$ cat config.mk
export PLATFORM = sky130hd
export DESIGN_NAME = gpio_input_conditioner
export DESIGN_NICKNAME = d
export VERILOG_FILES = /design/src/rtl/gpio_input_conditioner.sv
export SDC_FILE = /design/constraint.sdc
export NUM_CORES = 1
export LEC_CHECK = 0
export BUFFER_PORTS_ARGS = -buffer_cell sky130_fd_sc_hd__buf_2
export CORE_UTILIZATION = 55
export DETAILED_ROUTE_END_ITERATION = 10
export PLACE_DENSITY = 0.82
export SYNTH_ARGS = -nofsm -noshare
export SYNTH_HDL_FRONTEND = slang
export SYNTH_SLANG_ARGS = --single-unit
$ cat constraint.sdc
create_clock -name clk -period 3.95 [get_ports clk]
set_input_delay 0.1975 -clock clk [delete_from_list [all_inputs] [get_ports clk]]
set_output_delay 0.1975 -clock clk [all_outputs]
set_load 0.02 [all_outputs]
$ cat src/rtl/gpio_input_conditioner.sv
// ---------------------------------------------------------------------------
// gpio_input_conditioner
//
// Cleans up raw board switch/button levels before they reach the processor's
// GPIO_i port. Each bit passes through a two-flop synchronizer and then a
// counter-based debouncer. The result is a glitch-free byte plus a one-cycle
// strobe that marks any change of that byte.
//
// Optional feature (compile-time macro GPIO_EDGE_CAPTURE_EN):
//   When the macro is defined, sticky per-bit rising/falling edge flags are kept
//   and cleared by clear_i. When it is undefined, rise_o/fall_o are tied low and
//   clear_i is ignored. The port list is the same in both builds.
//
// Parameters
//   WIDTH            number of conditioned bits
//   DEBOUNCE_CYCLES  consecutive stable synchronized samples needed before a
//                    bit updates (>= 1)
//   CNT_W            debounce counter width (2**CNT_W >= DEBOUNCE_CYCLES)
//
// Ports
//   clk       in   system clock, single clock domain
//   reset     in   synchronous, active-high reset
//   pins_i    in   raw asynchronous switch/button levels
//   gpio_o    out  debounced levels, feeds datapath GPIO_i
//   change_o  out  one-cycle pulse when any gpio_o bit changes
//   clear_i   in   clears all sticky edge flags (edge-capture build only)
//   rise_o    out  sticky rising-edge flags (edge-capture build only)
//   fall_o    out  sticky falling-edge flags (edge-capture build only)
// ---------------------------------------------------------------------------
module gpio_input_conditioner #(
   parameter int WIDTH           = 8,
   parameter int DEBOUNCE_CYCLES = 50000,
   parameter int CNT_W           = 16
) (
   input  logic             clk,
   input  logic             reset,
   input  logic [WIDTH-1:0] pins_i,
   output logic [WIDTH-1:0] gpio_o,
   output logic             change_o,
   input  logic             clear_i,
   output logic [WIDTH-1:0] rise_o,
   output logic [WIDTH-1:0] fall_o
);

   // Count value at which a pending bit is accepted.
   localparam logic [CNT_W-1:0] TERM_CNT = CNT_W'(DEBOUNCE_CYCLES - 1);

   typedef enum logic {
      STABLE  = 1'b0,
      PENDING = 1'b1
   } deb_state_t;

   logic [WIDTH-1:0] sync1;
   logic [WIDTH-1:0] sync2;
   logic [CNT_W-1:0] cnt [WIDTH];
   deb_state_t       state [WIDTH];
   logic [WIDTH-1:0] update;
   logic [WIDTH-1:0] gpio_next;

   // A bit's debouncer state follows directly from whether the synchronized
   // level disagrees with the accepted level, so it is derived here rather than
   // held in a separate flop that could drift out of step with gpio_o.
   // A bit updates when it has been pending for the full terminal count.
   always_comb begin
      update = '0;
      for (int i = 0; i < WIDTH; i++) begin
         state[i]  = (sync2[i] != gpio_o[i]) ? PENDING : STABLE;
         update[i] = (state[i] == PENDING) && (cnt[i] == TERM_CNT);
      end
   end

   // Updating bits take the synchronized value, which is the inverse of the
   // current value, so a simple XOR gives the next accepted byte.
   assign gpio_next = gpio_o ^ update;

   // Synchronizer, per-bit debounce counters, accepted levels and change strobe.
   // A bounce back to the accepted level drops the bit to STABLE, which clears
   // its count, so only an unbroken run of differing samples reaches TERM_CNT.
   always_ff @(posedge clk) begin
      if (reset) begin
         sync1    <= '0;
         sync2    <= '0;
         gpio_o   <= '0;
         change_o <= 1'b0;
         for (int i = 0; i < WIDTH; i++) begin
            cnt[i] <= '0;
         end
      end else begin
         sync1    <= pins_i;
         sync2    <= sync1;
         gpio_o   <= gpio_next;
         change_o <= |update;
         for (int i = 0; i < WIDTH; i++) begin
            case (state[i])
               STABLE: begin
                  cnt[i] <= '0;
               end
               PENDING: begin
                  if (update[i]) begin
                     cnt[i] <= '0;
                  end else begin
                     cnt[i] <= cnt[i] + CNT_W'(1);
                  end
               end
               default: begin
                  cnt[i] <= '0;
               end
            endcase
         end
      end
   end

`ifdef GPIO_EDGE_CAPTURE_EN
   // Sticky edge flags. The direction of an update is the new value, which is
   // the synchronized level of that bit. A new edge in the same cycle as
   // clear_i is OR-ed in after the clear, so the set wins.
   always_ff @(posedge clk) begin
      if (reset) begin
         rise_o <= '0;
         fall_o <= '0;
      end else begin
         rise_o <= (clear_i ? '0 : rise_o) | (update & sync2);
         fall_o <= (clear_i ? '0 : fall_o) | (update & ~sync2);
      end
   end
`else
   logic unused_clear;

   // Edge capture is compiled out; the flags stay low and clear_i is a no-op.
   assign rise_o       = '0;
   assign fall_o       = '0;
   assign unused_clear = clear_i;
`endif

endmodule

==> qor.yml <==
dpl_cell_area_um2: 8320
maxCapViolCount: 0
grt_overflow_total: 0
tightest_slew_ns: 0.618
ir_drop_v: 0.000265
cts.sinks: 153
grt_pass1_wl_mm: 21.5
r2r_start: "cnt[1][26]"
cts_buffers: 17
ys.flop_type: "edfxtp_1"
layout.area.seq_um2: 4340
max_slew_margin_pct: 58.8
fin_total_pwr_uw: 3660
finalSetupViolations: 0
synth-seq-area-share_pct: 56.3
avgSynthCellArea_um2: 10.7
track_usage_pct: 19.1
grt_antenna_before_repair: 0
place.port_buffers: 18
min_from: "pins_i[1]"
cp-start-kind: "register"
syn_to_final_growth_pct: 16.5
endpoint: "cnt[1][22]"
final_cells: 1058
skew_ns: 0.00466
n_antenna_cell: 0
crit_arrival_ns: 2.47
grt_pass1_vias: 4908
h-tree-depth: 4
cts_setup_buffers: 0
drc_errors: 0
ys_async_sr_fraction_pct: 0
multi_input_area_um2: 3620
crit_start: "cnt[1][26]"
die_area_um2: 14500
drv_slew: 0
drtPass1Iterations: 4
drive_above_1_share_pct: 6.01
design_area_um2: 8990
clock_path_buffers: 2
ys_warn_count: 0
cts_tree: "done"
cp.depth: 4
drt_iter0_drc: 279
die_w_um: 120
fin_crit_sh_pct: 58.8
dp.cells: 1020
drt_wl_total_mm: 12.2
reg2reg_slack_ns: 1.63
cts_root_buffer: "clkbuf_16"
syn_area_um2: 7710
final.min_clock_period_ns: 2.32
ant_nets: 0
rr_endpoint: "cnt[1][22]"
r2r_cells: 4
cts_resized: 0
hold_class: "input port to register"
critPathMaxStageDelay_ns: 0.55
worstHoldPathCells: 2
power_switching_uw: 760
intPower_uw: 2900
post_drt_wl_per_cell_um: 11.5
yosysUniqueCellTypes: 40
cellPowerDensity_nw_per_um2: 407
critical_path_class: "register to register"
crit_path_end_kind: "register"
critPathTopFamily: "simple AND/OR/NAND/NOR gates"
clkSlewWorstSetupHoldPaths_ns: 0.06
layout_setup_ws_ns: 1.63
vias: 5112
synth_edf_count: 128
place_ws_ns: 1.60
initial_core_util_pct: 57.3
num-nets-final: 888
finalHoldViolCount: 0
critical_path.max_fanout: 16
cp.buffers_inverters: 0
viasPerCell: 4.83
seqPwrFrac_pct: 51.3
dieHeight_um: 120
grt_max_degree: 35
num-fill-cells: 1037
crit_chain: "or4b_1, nor4_2, or3b_1, nor2_1"
pwr-share-clk_pct: 44.7
p_leak_uw: 0.00332
finalSetupTns_ns: 0
io_pins: 36
rsz0062_at_grt: "false"
clock_latency_ns: 0.42
synth_seq_cells: 153
comb_power_share_pct: 3.9
synthCells: 718
gp_congestion: 0.817
status: "completed"
fmax_ghz: 0.430
required_ns: 4.10
p_sw_share_pct: 20.8
core_area_um2: 13500
hpwl_mm: 8.55
cp_slowest_cell: "or4b_1"
num_rows: 42
==> area by class of cell <==
class                      count  share of cell area (%)
sequential                   153                    48.3
multi-input combinational    660                    40.3
clock buffer                  21                    5.12
tap                          176                    2.45
timing repair buffer          24                    1.67
clock inverter                11                    1.61
inverter                      13                   0.543
==> cells in the final DEF, fill, tap and decap left out, types with 6 or more instances in the layout <==
cell type / synthesis / layout
buf_2: 3 / 18
dfxtp_1: 25 / 25
nand2_1: 45 / 45
xor2_1: 63 / 63
xnor2_1: 54 / 54
nand3_1: 48 / 48
conb_1: 2 / 144
nor2b_1: 17 / 17
or3_1: 13 / 13
nor3_1: 15 / 15
nand4_1: 20 / 20
mux2i_1: 8 / 8
clkbuf_16: 0 / 17
nor2_1: 159 / 159
inv_1: 13 / 13
ha_1: 8 / 8
and3_1: 24 / 24
dlygate4sd3_1: 0 / 6
edfxtp_1: 128 / 128
==> logic make-up after synthesis <==
| logic type | count (synthesis) | synth area share [%] |
|---|---|---|
| buffers and inverters | 47 | 3.65 |
| other | 2 | 0.0974 |
| AOI/OAI and AO/OA | 11 | 0.811 |
| xor gates and xnor gates | 117 | 13.3 |
| muxes | 8 | 1.04 |
| adders and majority gates | 8 | 1.30 |
| and+or+nand+nor | 372 | 23.5 |
| DFF | 153 | 56.3 |
==> sequential cells by signal, indices dropped and copies added (netlist names), named ones only <==
name	flops
sync2	8
sync1	8
change_o	1
cnt	128
==> cells in the mapped netlist, types with 15 or more instances <==
master,instances,share of area [%]
xor2_1,63,7.2
nand2_1,45,2.2
dfxtp_1,25,6.5
nor3_1,15,0.97
buf_4,20,1.9
edfxtp_1,128,50
and3_1,24,1.9
xnor2_1,54,6.1
nand3_1,48,3.1
nor2b_1,17,1.4
nand4_1,20,1.6
nor2_1,159,7.7
==> layer usage <==
metal | track usage, % | vias to the layer above | wire, um | part of all wire (%)
met2 | 30.2 | 79 | 5740 | 47
li1 | - | 2651 | - | -
met4 | 9.57 | 0 | 260 | 2.1
met5 | 0 | - | 0 | 0
met1 | 24.7 | 2364 | 5770 | 47
met3 | 4.34 | 18 | 413 | 3.4
==> worst register-to-register path, delay by kind of cell, from the launching register on <==
kind | cells | cell delay (ns)
DFF | 1 | 0.43
and+or+nand+nor | 4 | 1.62
==> per-stage QoR <==
step / hold WS [ns] / util (%)
final: 0.0280 / 66.8
after global routing: 0.0282 / 66.8
after CTS: 0.0188 / 66.8
after detailed placement: 0.412 / 61.9
after global placement: 0.408 / 61.9
after floorplan: 0.326 / -
==> repair_timing <==
action                                  in CTS  in global routing
hold buffers                                 6                  0
hold endpoints to repair                     6                  0
endpoints found under the setup margin       0                  0
==> power groups by stage <==
stage / Clock (uW) / Sequential (uW) / Combinational, uW
after CTS: 1670 / 1880 / 141
after global placement: 0 / 1910 / 133
final: 1640 / 1880 / 144
after global routing: 1740 / 1890 / 168
after floorplan: 0 / 1890 / 133
after detailed placement: 0 / 1910 / 135
==> worst min-delay path by stage <==
stage	slack, ns	to
finish	0.03	sync1[1]
CTS	0.02	sync1[1]
floorplan	0.33	sync1[0]
global placement	0.41	sync1[2]
detailed placement	0.41	sync1[2]
global route	0.03	sync1[1]
Power figures use the tool's default switching activity.
